File: src/rtl/reg_32_shift_ctrl_if.sv
// Job request channel of the shift-register sequencer: one job per valid/ready handshake.
// The requester drives the master side and the sequencer owns the slave side.
interface reg_32_shift_ctrl_if #(
  parameter int WIDTH = 32,
  parameter int LEN_W = 6
);
  logic             REQ_VALID;
  logic             REQ_READY;
  logic [WIDTH-1:0] REQ_DATA;
  logic [LEN_W-1:0] REQ_LEN;
  logic             REQ_DIR;
  logic             REQ_ROT;
  logic             REQ_SIN;

  modport master (
    output REQ_VALID, REQ_DATA, REQ_LEN, REQ_DIR, REQ_ROT, REQ_SIN,
    input  REQ_READY
  );

  modport slave (
    input  REQ_VALID, REQ_DATA, REQ_LEN, REQ_DIR, REQ_ROT, REQ_SIN,
    output REQ_READY
  );
endinterface

File: src/rtl/reg_32_shift_ctrl.sv
// Sequencer for the 32-bit universal shift register: load a job word, shift/rotate it LEN
// times, then capture Q into RESULT. Optional ABORT/ABORTED ports under REG_32_SHIFT_CTRL_ABORT_EN.
module reg_32_shift_ctrl #(
  parameter int WIDTH = 32,
  parameter int LEN_W = 6
) (
  input  logic              CLK,
  input  logic              RST_L,
  reg_32_shift_ctrl_if.slave req,
`ifdef REG_32_SHIFT_CTRL_ABORT_EN
  input  logic              ABORT,
  output logic              ABORTED,
`endif
  output logic              ENB,
  output logic              DIR,
  output logic              S_IN,
  output logic [1:0]        MODO,
  output logic [WIDTH-1:0]  D,
  input  logic [WIDTH-1:0]  Q,
  output logic [WIDTH-1:0]  RESULT,
  output logic              DONE,
  output logic              BUSY
);

  typedef enum logic [2:0] {
    S_IDLE,
    S_LOAD,
    S_SHIFT,
    S_CAPT,
    S_DONE
  } state_t;

  localparam logic [LEN_W-1:0] LP_MAX_LEN = LEN_W'(WIDTH);

  state_t           r_state;
  state_t           w_next;
  logic [WIDTH-1:0] r_data;
  logic [WIDTH-1:0] r_result;
  logic [LEN_W-1:0] r_len;
  logic [LEN_W-1:0] r_cnt;
  logic             r_dir;
  logic             r_rot;
  logic             r_sin;
  logic [LEN_W-1:0] w_len_clamped;
  logic             w_accept;
  logic             w_abort;

`ifdef REG_32_SHIFT_CTRL_ABORT_EN
  logic r_aborted;
  assign w_abort = ABORT;
`else
  assign w_abort = 1'b0;
`endif

  assign w_accept      = (r_state == S_IDLE) && req.REQ_VALID;
  assign w_len_clamped = (req.REQ_LEN > LP_MAX_LEN) ? LP_MAX_LEN : req.REQ_LEN;

  assign D      = r_data;
  assign DIR    = r_dir;
  assign S_IN   = r_sin;
  assign RESULT = r_result;

  always_comb begin
    w_next        = r_state;
    ENB           = 1'b0;
    MODO          = 2'b11;
    req.REQ_READY = 1'b0;
    DONE          = 1'b0;
    BUSY          = 1'b1;
    case (r_state)
      S_IDLE: begin
        req.REQ_READY = 1'b1;
        BUSY          = 1'b0;
        if (req.REQ_VALID) w_next = S_LOAD;
      end
      S_LOAD: begin
        ENB  = 1'b1;
        MODO = 2'b10;
        if (w_abort || (r_len == '0)) w_next = S_CAPT;
        else                          w_next = S_SHIFT;
      end
      S_SHIFT: begin
        ENB  = 1'b1;
        MODO = {1'b0, r_rot};
        if (w_abort || (r_cnt == '0)) w_next = S_CAPT;
      end
      S_CAPT:  w_next = S_DONE;
      S_DONE: begin
        DONE   = 1'b1;
        w_next = S_IDLE;
      end
      default: w_next = S_IDLE;
    endcase
  end

  // r_cnt holds the number of SHIFT cycles still to run after the current one.
  always_ff @(posedge CLK or negedge RST_L) begin
    if (!RST_L) begin
      r_state  <= S_IDLE;
      r_data   <= '0;
      r_result <= '0;
      r_len    <= '0;
      r_cnt    <= '0;
      r_dir    <= 1'b0;
      r_rot    <= 1'b0;
      r_sin    <= 1'b0;
    end else begin
      r_state <= w_next;
      if (w_accept) begin
        r_data <= req.REQ_DATA;
        r_len  <= w_len_clamped;
        r_dir  <= req.REQ_DIR;
        r_rot  <= req.REQ_ROT;
        r_sin  <= req.REQ_SIN;
      end
      if (r_state == S_LOAD) r_cnt <= r_len - LEN_W'(1);
      if ((r_state == S_SHIFT) && (r_cnt != '0)) r_cnt <= r_cnt - LEN_W'(1);
      if (r_state == S_CAPT) r_result <= Q;
    end
  end

`ifdef REG_32_SHIFT_CTRL_ABORT_EN
  // Flag survives until DONE so ABORTED pulses together with DONE.
  always_ff @(posedge CLK or negedge RST_L) begin
    if (!RST_L) begin
      r_aborted <= 1'b0;
    end else if (w_accept) begin
      r_aborted <= 1'b0;
    end else if (((r_state == S_LOAD) || (r_state == S_SHIFT)) && w_abort) begin
      r_aborted <= 1'b1;
    end
  end

  assign ABORTED = (r_state == S_DONE) && r_aborted;
`endif

endmodule
File: src/flat_wrapper.sv
// flat-port wrapper written by rule: the top's interface ports become plain ports
module reg_32_shift_ctrl_flat 
#(
  parameter int WIDTH = 32,
  parameter int LEN_W = 6
)
  (CLK, RST_L, ENB, DIR, S_IN, MODO, D, Q, RESULT, DONE, BUSY, req_REQ_VALID, req_REQ_DATA, req_REQ_LEN, req_REQ_DIR, req_REQ_ROT, req_REQ_SIN, req_REQ_READY);
  reg_32_shift_ctrl_if #(.WIDTH(WIDTH), .LEN_W(LEN_W)) req_i ();
  input  logic CLK;
  input  logic RST_L;
  output logic ENB;
  output logic DIR;
  output logic S_IN;
  output logic [1:0] MODO;
  output logic [WIDTH-1:0] D;
  input  logic [WIDTH-1:0] Q;
  output logic [WIDTH-1:0] RESULT;
  output logic DONE;
  output logic BUSY;
  input wire logic [$bits(req_i.REQ_VALID)-1:0] req_REQ_VALID;
  input wire logic [$bits(req_i.REQ_DATA)-1:0] req_REQ_DATA;
  input wire logic [$bits(req_i.REQ_LEN)-1:0] req_REQ_LEN;
  input wire logic [$bits(req_i.REQ_DIR)-1:0] req_REQ_DIR;
  input wire logic [$bits(req_i.REQ_ROT)-1:0] req_REQ_ROT;
  input wire logic [$bits(req_i.REQ_SIN)-1:0] req_REQ_SIN;
  output wire logic [$bits(req_i.REQ_READY)-1:0] req_REQ_READY;
  assign req_i.REQ_VALID = req_REQ_VALID;
  assign req_i.REQ_DATA = req_REQ_DATA;
  assign req_i.REQ_LEN = req_REQ_LEN;
  assign req_i.REQ_DIR = req_REQ_DIR;
  assign req_i.REQ_ROT = req_REQ_ROT;
  assign req_i.REQ_SIN = req_REQ_SIN;
  assign req_REQ_READY = req_i.REQ_READY;
  reg_32_shift_ctrl #(.WIDTH(WIDTH), .LEN_W(LEN_W)) u_core (.CLK(CLK), .RST_L(RST_L), .req(req_i), .ENB(ENB), .DIR(DIR), .S_IN(S_IN), .MODO(MODO), .D(D), .Q(Q), .RESULT(RESULT), .DONE(DONE), .BUSY(BUSY));
endmodule
File: config.mk
export PLATFORM = sky130hd
export DESIGN_NAME = reg_32_shift_ctrl_flat
export DESIGN_NICKNAME = d
export VERILOG_FILES = /design/src/rtl/reg_32_shift_ctrl_if.sv /design/src/rtl/reg_32_shift_ctrl.sv /design/src/flat_wrapper.sv
export SDC_FILE = /design/constraint.sdc
export NUM_CORES = 1
export LEC_CHECK = 0
export ABC_AREA = 1
export ABC_CLOCK_PERIOD_IN_PS = 5100
export BUFFER_PORTS_ARGS = -buffer_cell sky130_fd_sc_hd__buf_2
export CAP_MARGIN = 40
export CORE_AREA = 2 2 85 87
export CTS_CLUSTER_DIAMETER = 40
export DETAILED_ROUTE_END_ITERATION = 10
export DIE_AREA = 0 0 87 89
export PLACE_DENSITY = 0.83
export REMOVE_ABC_BUFFERS = 1
export SLEW_MARGIN = 10
export SYNTH_ARGS = -nofsm -noshare
export SYNTH_HDL_FRONTEND = slang
export SYNTH_SLANG_ARGS = --single-unit
export TNS_END_PERCENT = 5
File: constraint.sdc
create_clock -name CLK -period 5.1 [get_ports CLK]
set_clock_uncertainty 0.15 [all_clocks]
set_input_delay 1.02 -clock CLK [delete_from_list [all_inputs] [get_ports CLK]]
set_output_delay 1.02 -clock CLK [all_outputs]
set_load 0.02 [all_outputs]
# ---- Yosys cells after proc, flatten, opt, wreduce, memory -nomap -nowiden
# Index checks and enable logic that the tools add are counted.
dict set report word_totals {
  reg_bits 82
  word_cells 38
}
dict set report op_classes {
  n_addsub 2
  order_cmp 1
  n_eq_ne 6
  mux 12
  reduce_logical 9
}
# op n
set op_table {}
lappend op_table {{$mux W6} 3}
lappend op_table {{$logic_not A6 Y1} 2}
lappend op_table {{$pmux W3 S4} 1}
lappend op_table {{$sub A6 B1 Y6 const B} 2}
lappend op_table {{$eq A3 B2 Y1 const B} 2}
lappend op_table {{$gt A6 B6 Y1 const B} 1}
lappend op_table {{$mux W3} 2}
lappend op_table {{$reduce_bool A6 Y1} 1}
lappend op_table {{$mux W1} 5}
lappend op_table {{$pmux W2 S2} 1}
lappend op_table {{$eq A3 B1 Y1 const B} 1}
lappend op_table {{$eq A3 B3 Y1 const B} 1}
lappend op_table {{$logic_not A3 Y1} 1}
lappend op_table {{$logic_and A1 B1 Y1} 2}
lappend op_table {{$ne A2 B1 Y1 const B} 1}
lappend op_table {{$ne A2 B2 Y1 const B} 1}
lappend op_table {{$reduce_and A2 Y1} 1}
lappend op_table {{$reduce_bool A2 Y1} 1}
lappend op_table {{$reduce_or A2 Y1} 1}

# ---- Depth between registers and ports, before layout
# Gate-level depths: netlist (run 1).
dict set report logic_depth {
  ltp_word 3
  mapped_depth 12
  depth_no_buf 11
}

# ---- Least setup slack after synthesis (run 1)
# OpenSTA, ideal clock, no wires.
dict set report synth_path {
  kind {register to output}
  startpoint {register u_core.r_state[0]}
  endpoint {output port MODO[0]}
  arrival_time_ns 1.361
  t_required_ns 3.930
  path_slack_ns 2.569
  stages_incl_launch_ff 5
  path_cell_list {dfrtp_1 nor3_4 inv_1 nand2_1 nand2_1}
}
dict set report synth_between {
  elab_chain_cells 2
}
# item line_no
set synth_lines {}
lappend synth_lines {{start: declaration} reg_32_shift_ctrl.sv:35} ;# state_t r_state;
lappend synth_lines {{start signal: assignment} reg_32_shift_ctrl.sv:108} ;# r_state <= w_next;
lappend synth_lines {{$eq A3 B2 Y1 / $eq A3 B1 Y1 (equally long branches)} reg_32_shift_ctrl.sv:70} ;# case (r_state)
lappend synth_lines {{$pmux W2 S2 (*)} reg_32_shift_ctrl.sv:70}
lappend synth_lines {{end: declaration} flat_wrapper.sv:14} ;# output logic [1:0] MODO;
# Mark *: on every way between the ends. The rest lies on a longest branch, timed or not.

# ---- Worst setup path after layout (run 1)
# Same ends and word-level chain as after synthesis.

==> summary.md, run 1 <==
| Metric | Value |
|---|---|
| Synth Register Bits | `82` |
| M1 WL | `3390 um` |
| Synth area leaders | `dfrtp_1, nand2_1, inv_1` |
| Worst r2r src | `u_core.r_state[0]` |
| Die span in y | `89 um` |
| Uppermost routed layer | `met4` |
| Synth warn | `0` |
| Max Fclk | `358 MHz` |
| Postcts setup bufs | `0` |
| Core area | `6720 um2` |
| Drt drc | `0` |
| CTS Hold Bufs | `0` |
| Met3 wire len | `473 um` |
| Largest family of logic cells by synthesized area | `simple AND/OR/NAND/NOR gates` |
| Iter 0 DRT Violations | `249` |
| Largest net degree at the start of global routing | `60` |
| Post-Synth XOR/XNOR Area | `0%` |
| Min Clock Period, post-route | `2.80 ns` |
| Post-synthesis compound-gate area fraction | `3.11%` |
| Worst hold slack | `0.328 ns` |
| Post-DRT Antenna Nets | `0` |
| CTS buffer count | `9` |
| Standby leakage power | `2.63 nW` |
| Std-Cell Rows | `30` |
| Seq/Total Area, Yosys | `60.8%` |
| Clk sink count | `82` |
| Mux contribution to synthesized area | `0%` |
| Ports | `148` |
| Metal2 WL | `4170 um` |
| Routed vias | `3076` |
| Die area | `7740 um2` |
| Nets | `626` |
| Fraction of layout instances using a drive strength above 1 | `32.0%` |
| Syn Inst Count | `401` |
| Simple-gate share of the synthesized area | `31.3%` |
| Final instance area | `4450 um2` |
| Post-synth top area cell | `dfrtp_1` |
| Startpoint Class | `flip-flop` |
| Status | `finished clean` |
| DPL Wire Length | `5980 um` |
| Hold Crit Class | `flip-flop to flip-flop` |
| Slew Viols, Final | `0` |
| Normalized max-slew margin | `64.8%` |
| Total power | `3.25 mW` |
| CP max FO | `9` |
| Share of the synthesized area in the top cell type | `60.8%` |
| Clk Latency, worst-skew pair | `0.34 ns` |
| Final Hold Viols | `0` |
| Hold_sp | `u_core.D[12]` |
| Pwr Density | `729 nW/um2` |
| Root Buffer | `clkbuf_8` |
| Vias in the first global route | `3047` |
| Synth unique cells | `26` |
| Final WL | `8250 um` |
| Initial antenna violation count | `0` |
| Critical Path RT | `3.93 ns` |
| Max IR drop VDD | `0.345 mV` |
| MaxCap Viol Count | `0` |
| Adder-cell share of the synthesized area | `0.371%` |
| N_diodes | `0` |
| Kind of critical path | `flip-flop to output port` |
| DP Area | `4230 um2` |
| Routed vias/inst | `4.86` |
| Gr usage total | `22.0%` |
| PostCTS Resize Cnt | `0` |
| Initial core utilization | `50.2%` |
| RSZ-0062 raised after global routing | `no` |
| Htree depth | `3` |
| Crit path from | `u_core.r_state[0]` |
| CTS tree | `yes` |
| GRT overflow | `0` |
| Mapped Avg Cell Area | `8.42 um2` |
| Period utilization | `54.8%` |
| CP arrival | `1.63 ns` |
| Clk pin slew, worst setup/hold paths | `0.08 ns` |
| Worst-Margin Slew | `0.527 ns` |
| First-pass GRT wire length | `13400 um` |
| Crit. End Element | `output port` |
| Layout area overhead | `31.9%` |
| Die span in x | `87 um` |
| Place WS | `2.49 ns` |
| DRT Pass-1 Iters | `4` |
| Final WS setup | `2.30 ns` |
| Max clock buf depth | `2` |
| Cell area after synthesis | `3380 um2` |
| Final setup violation count | `0` |
| WL per Instance | `13.0 um` |
| Port-buffer cells | `147` |
| TNS Setup | `0 ns` |
| Routability congestion estimate | `0.861` |
## placed cells by master, fill, tap and decap left out, drive strengths merged
cell    synthesis  routed
a21oi           2       2
a22o            1       1
a31oi           1       1
buf             8     152
bufinv          0       2
clkbuf          7      10
clkinv          0       2
dfrtp          82      82
ha              1       1
inv            20      21
nand2         238     238
nand3          13      13
nand3b          1       1
nand4           2       2
nor2            9       9
nor3            2       2
nor4            1       1
o21ai          13      13
## flip-flops by register name (all words and copies together), names as in the netlist
name	count
u_core.D	32
u_core.r_rot	1
u_core.S_IN	1
u_core.r_cnt	6
u_core.DIR	1
u_core.r_state	3
u_core.RESULT	32
u_core.r_len	6
## report_power, final
part           switching, mW  internal, mW  total [mW]
clock                  0.238         0.290       0.528
combinational           1.05         0.521        1.57
sequential             0.180         0.970        1.15
## cell usage after synthesis
cell      instances
ha_1              1
nand2_2           4
inv_2             1
buf_6             1
clkbuf_1          7
dfrtp_1          82
a31oi_1           1
o21ai_0           9
a21oi_1           2
nor4_1            1
nor3_1            1
o21ai_4           1
nor2_1            9
buf_1             1
o21ai_2           1
o21ai_1           2
buf_2             6
nand4_1           2
nand3_1          13
inv_4             1
nor3_4            1
a22o_1            1
inv_1            18
nand2_4           1
nand3b_1          1
nand2_1         233
## critical path: stages, from the launching register on
cell	delay, ns
dfrtp_1	0.45
nor3_4	0.39
inv_1	0.15
nand2_1	0.10
nand2_1	0.05
buf_2	0.15
## final cells by class
type	count	area, um2
clock buffers	10	138
repair buffers	152	823
multi-input cells	284	1170
flip-flops and latches	82	2050
fillers	565	2270
clock inverters	5	86.3
inverters	20	77.6
well taps	80	100
## through the flow
stage	util (%)	cells
final	66.3	633
after global routing	66.3	633
after CTS	66.3	633
after detailed placement	62.9	618
after global placement	61.9	615
after floorplan	-	386
## routing by layer
metal / vias to the layer above / GRT usage, %
met4: 0 / 10.8
li1: 1519 / -
met3: 16 / 3.88
met2: 104 / 37.5
met5: - / 0
met1: 1437 / 27.2
## path summary, 6_finish.rpt
| path | endpoint | slack, ns | cells after the start |
|---|---|---|---|
| setup / recovery | MODO[0] | 2.30 | 5 |
| hold / removal | u_core.D[12] | 0.33 | 2 |
| setup reg to reg | u_core.r_cnt[4] | 2.88 | 10 |
| hold reg to reg | u_core.D[12] | 0.33 | 2 |
| max in group asynchronous | u_core.D[9] | 3.79 | 2 |
| min in group asynchronous | u_core.RESULT[22] | 0.41 | 1 |
## logic make-up (layout without fill, tap and decap cells)
| logic type | Yosys count | in the layout |
|---|---|---|
| simple gates | 266 | 266 |
| flops | 82 | 82 |
| buf+inv | 35 | 187 |
| compound gates | 17 | 17 |
| fa+ha+maj | 1 | 1 |
No activity file was read; power rests on OpenSTA's default activity.
==> inputs of run 2 (changes only) <==
--- a/config.mk
+++ b/config.mk
@@ -6,14 +6,14 @@
 export NUM_CORES = 1
 export LEC_CHECK = 0
 export ABC_AREA = 1
-export ABC_CLOCK_PERIOD_IN_PS = 5100
+export ABC_CLOCK_PERIOD_IN_PS = 2600
 export BUFFER_PORTS_ARGS = -buffer_cell sky130_fd_sc_hd__buf_2
 export CAP_MARGIN = 40
-export CORE_AREA = 2 2 85 87
+export CORE_AREA = 2 2 88 90
 export CTS_CLUSTER_DIAMETER = 40
 export DETAILED_ROUTE_END_ITERATION = 10
-export DIE_AREA = 0 0 87 89
-export PLACE_DENSITY = 0.83
+export DIE_AREA = 0 0 90 92
+export PLACE_DENSITY = 0.78
 export REMOVE_ABC_BUFFERS = 1
 export SLEW_MARGIN = 10
 export SYNTH_ARGS = -nofsm -noshare
==> constraint.sdc (replaced) <==
create_clock -name CLK -period 2.6 [get_ports CLK]
set_clock_uncertainty 0.15 [all_clocks]
set_input_delay 0.52 -clock CLK [delete_from_list [all_inputs] [get_ports CLK]]
set_output_delay 0.52 -clock CLK [all_outputs]
set_load 0.02 [all_outputs]
==> summary.md, run 2 (synthesis gave the netlist of run 1 again) <==
| Metric | Value |
|---|---|
| Hold Crit Class | `input port to flip-flop` |
| Crit. End Element | `output port` |
| GRT overflow | `0 (unchanged)` |
| Placed Cells | `641 (+3.7%)` |
| Seq pwr share | `36.4% (+1.0 points)` |
| CTS tree | `yes` |
| Max IR drop VDD | `0.656 mV (+90%)` |
| CTS buffer count | `9 (unchanged)` |
| Std-Cell Rows | `32 (+6.7%)` |
| Startpoint Class | `flip-flop` |
| Routed vias/inst | `4.60 (-5.2%)` |
| Clock share of power | `14.0% (-2.3 points)` |
| Pwr Density | `1390 nW/um2 (+91%)` |
| Max Fclk | `435 MHz` |
| Drt drc | `0 (unchanged)` |
| Status | `finished clean` |
| Final Hold Viols | `0 (unchanged)` |
| CP Capture Point | `MODO[0]` |
| Nets | `628 (+0.32%)` |
| DP Area | `4240 um2 (+0.30%)` |
| Gr usage total | `21.1% (-0.86 points)` |
| Period utilization | `88.5%` |
| Switching part of the total power | `46.4% (+1.3 points)` |
| Crit path from | `u_core.r_state[0]` |
| Non-Filler Instances | `658 (+3.9%)` |
| Vias in the first global route | `3102 (+1.8%)` |
| Reg2Reg Capture Point | `u_core.r_cnt[4]` |
| Largest net degree at the start of global routing | `46 (-23%)` |
| Post-DRT Antenna Nets | `0 (unchanged)` |
| MaxCap Viol Count | `0 (unchanged)` |
| Total power | `6.19 mW (+91%)` |
| Place WS | `0.426 ns (-2.07 ns)` |
| Min Clock Period, post-route | `2.30 ns` |
| Most common cell after layout, fill and taps aside | `nand2_1` |
| Clk sink count | `82 (unchanged)` |
| Iter 0 DRT Violations | `174 (-30%)` |
| Routability congestion estimate | `0.960 (+12%)` |
| Worst r2r src | `u_core.r_state[0]` |
| Die span in y | `92 um (+3.4%)` |
| Net Switching | `2.87 mW (+96%)` |
| Final WL | `8300 um (+0.56%)` |
| Die area | `8280 um2 (+6.9%)` |
| Core area | `7450 um2 (+11%)` |
| Final setup violation count | `0 (unchanged)` |
| Routed vias | `3030 (-1.5%)` |
| Initial antenna violation count | `0 (unchanged)` |
| Final WS setup | `0.299 ns (-2.00 ns)` |
| Setup slack, reg-to-reg | `0.41 ns (-2.47 ns)` |
| Worst Reg-to-Reg Cells | `10 (unchanged)` |
| CP max FO | `9 (unchanged)` |
| Finished Core Util | `59.6% (-6.6 points)` |
| Gate power share | `49.6% (+1.3 points)` |
| DPL Wire Length | `6120 um (+2.3%)` |
| Layout area overhead | `31.5%` |
| Slew Viols, Final | `0 (unchanged)` |
| RSZ-0062 raised after global routing | `no` |
| DRT Pass-1 Iters | `4 (unchanged)` |
| Ports | `148 (unchanged)` |
| Final instance area | `4440 um2 (-0.25%)` |
| Fraction of layout instances using a drive strength above 1 | `32.2% (+0.19 points)` |
| Die span in x | `90 um (+3.4%)` |
| Int Pwr | `3.32 mW (+86%)` |
| Kind of critical path | `flip-flop to output port` |
| WL per Instance | `12.6 um (-3.3%)` |
| Standby leakage power | `2.61 nW (-0.66%)` |
| Most frequent cells in the layout | `nand2_1, buf_2, dfrtp_1` |
| CP arrival | `1.63 ns (about the same)` |
| Normalized max-slew margin | `66.7% (+1.9 points)` |
| Worst hold slack | `0.213 ns (-0.116 ns)` |
| TNS Setup | `0 ns (unchanged)` |
| First-pass GRT wire length | `14100 um (+5.5%)` |
| Fill count | `707 (+25%)` |
| Worst-Margin Slew | `0.500 ns (-0.0278 ns)` |
| Critical Path RT | `1.93 ns (-2.00 ns)` |
| Clk Latency, worst-skew pair | `0.34 ns (about the same)` |
| N_diodes | `0 (unchanged)` |
| Root Buffer | `clkbuf_8` |
| Initial core utilization | `45.3% (-4.9 points)` |
| Htree depth | `3 (unchanged)` |
| Port-buffer cells | `147 (unchanged)` |
| Max clock buf depth | `2 (unchanged)` |
| Clk pin slew, worst setup/hold paths | `0.09 ns (about the same)` |
==> run 2: power groups by stage <==
| stage | clock network [mW] | logic [mW] | registers, mW |
|---|---|---|---|
| 2_1_floorplan | 0 | 1.40 | 2.85 |
| 3_3_place_gp | 0 | 2.99 | 2.24 |
| 3_5_place_dp | 0 | 3.10 | 2.26 |
| 4_1_cts | 0.887 | 3.10 | 2.26 |
| 5_1_grt | 0.925 | 3.43 | 2.33 |
| 6_report | 0.864 | 3.07 | 2.25 |
==> run 2: worst min-delay path by stage <==
stage | from | endpoint | cells after the start
floorplan | RST_L | u_core.DIR | 0
finish | Q[11] | u_core.RESULT[11] | 3
detailed placement | u_core.RESULT[20] | u_core.RESULT[20] | 2
global route | Q[26] | u_core.RESULT[26] | 3
CTS | Q[27] | u_core.RESULT[27] | 3
global placement | u_core.RESULT[27] | u_core.RESULT[27] | 2
==> run 2: worst max-delay path, stage by stage, from the launching register on <==
cell and delay (ns):
dfrtp_1 0.46, nor3_4 0.38, inv_1 0.14, nand2_1 0.10, nand2_1 0.05, buf_2 0.15
==> run 2: layout make-up <==
| class | instances | area, um2 | area share (%) |
|---|---|---|---|
| clock buffers | 11 | 151 | 3.41 |
| clock inverters | 5 | 38.8 | 0.873 |
| inverters | 20 | 77.6 | 1.75 |
| multi-input cells | 284 | 1170 | 26.5 |
| flip-flops and latches | 82 | 2050 | 46.2 |
| well taps | 102 | 128 | 2.87 |
| repair buffers | 154 | 818 | 18.4 |
==> run 2: per-layer routing <==
metal / part of all wire (%) / global-route usage [%] / vias to the layer above
met3: 4.7 / 3.86 / 12
met5: 0 / 0 / -
met1: 42 / 25.6 / 1417
li1: - / - / 1519
met2: 52 / 36.0 / 82
met4: 2.0 / 11.5 / 0
==> run 2: timing repair <==
| action | CTS | global route |
|---|---|---|
| buffers inserted | 0 | 0 |
| resized for setup | 0 | 0 |
| hold buffers | 1 | 0 |
| hold endpoints to repair | 17 | 0 |
| setup endpoints to repair | 0 | 0 |
==> inputs of run 3 (changes only) <==
--- a/config.mk
+++ b/config.mk
@@ -5,14 +5,13 @@
 export SDC_FILE = /design/constraint.sdc
 export NUM_CORES = 1
 export LEC_CHECK = 0
-export ABC_AREA = 1
 export ABC_CLOCK_PERIOD_IN_PS = 2600
 export BUFFER_PORTS_ARGS = -buffer_cell sky130_fd_sc_hd__buf_2
 export CAP_MARGIN = 40
-export CORE_AREA = 2 2 88 90
+export CORE_AREA = 2 2 89 91
 export CTS_CLUSTER_DIAMETER = 40
 export DETAILED_ROUTE_END_ITERATION = 10
-export DIE_AREA = 0 0 90 92
+export DIE_AREA = 0 0 91 93
 export PLACE_DENSITY = 0.78
 export REMOVE_ABC_BUFFERS = 1
 export SLEW_MARGIN = 10
==> summary.md, run 3 <==
| Metric | Value |
|---|---|
| Non-Filler Instances | `651 (-1.1%)` |
| Mapped Avg Cell Area | `8.91 um2 (+5.8%)` |
| Synth warn | `0 (unchanged)` |
| N_diodes | `0 (unchanged)` |
| Top-count cell post-synth | `nand2_1` |
| Pwr Density | `1420 nW/um2 (+2.1%)` |
| RSZ-0062 raised after global routing | `yes` |
| Final WL | `8600 um (+3.6%)` |
| Max IR drop VDD | `0.638 mV (-2.7%)` |
| CTS tree | `yes` |
| Min Clock Period, post-route | `2.51 ns (+0.207 ns)` |
| Fill count | `719 (+1.7%)` |
| Startpoint Class | `flip-flop` |
| Syn Inst Count | `392 (-2.2%)` |
| Status | `finished clean` |
| Met3 wire len | `372 um (-5.1%)` |
| Critical path's largest stage delay | `0.43 ns (-0.03 ns)` |
| Setup slack, reg-to-reg | `0.09 ns (-0.32 ns)` |
| Reg2Reg Capture Point | `u_core.r_cnt[4]` |
| Post-synth EDFFs | `0 (unchanged)` |
| CTS buffer count | `9 (unchanged)` |
| Fraction of layout instances using a drive strength above 1 | `34.1% (+1.9 points)` |
| Hold Crit Class | `input port to flip-flop` |
| CP arrival | `2.55 ns (+0.92 ns)` |
| Core area | `7530 um2 (+1.1%)` |
| DRT Pass-1 Iters | `4 (unchanged)` |
| Stages on worst setup path | `9 (+4)` |
| CP Capture Point | `u_core.r_cnt[4]` |
| Max clock buf depth | `2 (unchanged)` |
| Uppermost routed layer | `met4` |
| CP Cell Sequence | `or3_4 > o41ai_4 > buf_4 > a22oi_1 > ha_2 > buf_4 > a211oi_2 > a211oi_2 > a2bb2oi_1` |
| Final setup violation count | `0 (unchanged)` |
| Cell area after synthesis | `3490 um2 (+3.4%)` |
| Slew Viols, Final | `0 (unchanged)` |
| Metal2 WL | `4440 um (+3.5%)` |
| CP bufs+invs | `2 (unchanged)` |
| Root Buffer | `clkbuf_8` |
| Nets | `622 (-0.96%)` |
| Ports | `148 (unchanged)` |
| Htree depth | `3 (unchanged)` |
| Placed Cells | `632 (-1.4%)` |
| Post-synth ARST share | `100% (unchanged)` |
| Worst-Margin Slew | `0.478 ns (-0.0213 ns)` |
| Synth area leaders | `dfrtp_1, nand2_1, clkbuf_1` |
| CP max-delay cell | `dfrtp_1` |
| Routed vias/inst | `4.74 (+3.0%)` |
| Final Hold Viols | `0 (unchanged)` |
| Clk Latency, worst-skew pair | `0.33 ns (about the same)` |
| Initial core utilization | `46.4% (+1.1 points)` |
| Post-synth top area cell | `dfrtp_1` |
| Port-buffer cells | `147 (unchanged)` |
| Crit. End Element | `flip-flop` |
| Period utilization | `96.5% (+7.9 points)` |
| Share of the synthesized area in the top cell type | `58.8% (-2.0 points)` |
| Die area | `8460 um2 (+2.2%)` |
| Die span in x | `91 um (+1.1%)` |
| Top delay family on crit path | `compound AO/OA/AOI/OAI gates` |
| GRT overflow | `0 (unchanged)` |
| Seq/Total Area, Yosys | `58.8% (-2.0 points)` |
| Most frequent cells in the layout | `nand2_1, buf_2, dfrtp_1` |
| Initial antenna violation count | `0 (unchanged)` |
| M1 WL | `3630 um (+5.3%)` |
| Total power | `6.62 mW (+6.9%)` |
| Standby leakage power | `2.63 nW (+0.81%)` |
| Worst r2r src | `u_core.r_cnt[0]` |
| Largest net degree at the start of global routing | `51 (+11%)` |
| Normalized max-slew margin | `67.8% (+1.1 points)` |
| Clk sink count | `82 (unchanged)` |
| CP max FO | `6 (-3)` |
| Crit path from | `u_core.r_cnt[0]` |
| Kind of critical path | `flip-flop to flip-flop` |
| First-pass GRT wire length | `13900 um (-1.5%)` |
| Synth unique cells | `44 (+69%)` |
| Iter 0 DRT Violations | `161 (-7.5%)` |
| DPL Wire Length | `6050 um (-1.1%)` |
| Std-Cell Rows | `32 (unchanged)` |
| Max Fclk | `399 MHz (-8.2%)` |
| Drt drc | `0 (unchanged)` |
| Routability congestion estimate | `0.878 (-8.6%)` |
| Main synth FF type | `dfrtp_1` |
| Vias in the first global route | `3049 (-1.7%)` |
| Routed vias | `3088 (+1.9%)` |
| Clk pin slew, worst setup/hold paths | `0.09 ns (about the same)` |
| Critical Path RT | `2.64 ns (+0.71 ns)` |
| TNS Setup | `0 ns (unchanged)` |
| Post-DRT Antenna Nets | `0 (unchanged)` |
| WL per Instance | `13.2 um (+4.8%)` |
| Gr usage total | `20.4% (-0.73 points)` |
| Post-synth top cells | `nand2_1, dfrtp_1, clkbuf_1` |
| Most common cell after layout, fill and taps aside | `nand2_1` |
| Layout area overhead | `33.2%` |
| MaxCap Viol Count | `0 (unchanged)` |
| Synth Register Bits | `82 (unchanged)` |
| Worst Reg-to-Reg Cells | `9 (-1)` |
| Die span in y | `93 um (+1.1%)` |
| Finished Core Util | `61.8% (+2.2 points)` |
[run 3: cell count changes in the layout (fill, tap and decap cells not counted), moves of 4 or more]
| cell | delta |
|---|---|
| inv_1 | -16 |
| nand2_1 | -12 |
| nand3_1 | -10 |
| buf_4 | +7 |
| nand3b_1 | +6 |
| nand2b_1 | +4 |
| nor2_1 | -4 |
[run 3: layout make-up]
| cell class | instances | area (um2) | area share (%) |
|---|---|---|---|
| Sequential cell | 82 | 2050 | 44.1 |
| Inverter | 3 | 13.8 | 0.296 |
| Multi-Input combinational cell | 289 | 1380 | 29.6 |
| Tap cell | 102 | 128 | 2.74 |
| Timing Repair Buffer | 160 | 851 | 18.3 |
| Clock inverter | 5 | 104 | 2.23 |
| Clock buffer | 10 | 128 | 2.74 |
[run 3: routing by layer]
metal | vias to the layer above | global-route usage [%]
li1 | 1555 | -
met5 | - | 0
met3 | 15 | 3.71
met4 | 0 | 7.83
met1 | 1432 | 25.0
met2 | 86 | 36.0
[run 3: how the worst min path moves through the flow]
stage          depth (start not counted)                 to  slack, ns               from
2_1_floorplan                          0         u_core.DIR       0.07              RST_L
3_3_place_gp                           2  u_core.RESULT[30]       0.30  u_core.RESULT[30]
3_5_place_dp                           2       u_core.D[15]       0.31       u_core.D[15]
4_1_cts                                3        u_core.D[1]       0.20    req_REQ_DATA[1]
5_1_grt                                3       u_core.D[18]       0.20   req_REQ_DATA[18]
6_report                               3  u_core.RESULT[12]       0.22              Q[12]
[run 3: timing repair]
action,in CTS,in global routing
hold buffers,1,0
endpoints found under the setup margin,0,1
endpoints found under the hold margin,32,0
buffers inserted,0,3
resized for setup,0,6
[run 3: power by group]
| group | switching, mW | internal [mW] |
|---|---|---|
| registers | 0.447 | 1.89 |
| clock network | 0.440 | 0.634 |
| logic | 2.01 | 1.19 |
| total | 2.90 | 3.72 |
[run 3: kinds of logic (layout without fill, tap and decap cells)]
| group | after synthesis | after routing | synth area share (%) |
|---|---|---|---|
| adder cells (fa/ha/maj) | 1 | 1 | 0.358 |
| buffers and inverters | 21 | 178 | 2.58 |
| multiplexers | 3 | 3 | 1.00 |
| AO/OA/AOI/OAI | 26 | 26 | 5.95 |
| flip-flops | 82 | 82 | 58.8 |
| AND/OR/NAND/NOR | 259 | 259 | 31.4 |
[run 3: metrics by stage]
step                      cell area, um2  hold slack (ns)  setup WS, ns
after global routing                4650            0.201       -0.0612
after detailed placement            4360            0.307        0.0837
after CTS                           4600            0.204        0.0687
after floorplan                     3420           0.0744      -0.00793
after global placement              4360            0.302         0.163
final                               4650            0.217        0.0923
[run 3: worst register-to-register path, stage by stage (launching register included)]
cell       delay, ns
dfrtp_1         0.43
or3_4           0.42
o41ai_4         0.34
buf_4           0.20
a22oi_1         0.09
ha_2            0.20
buf_4           0.15
a211oi_2        0.20
a211oi_2        0.06
a2bb2oi_1       0.15
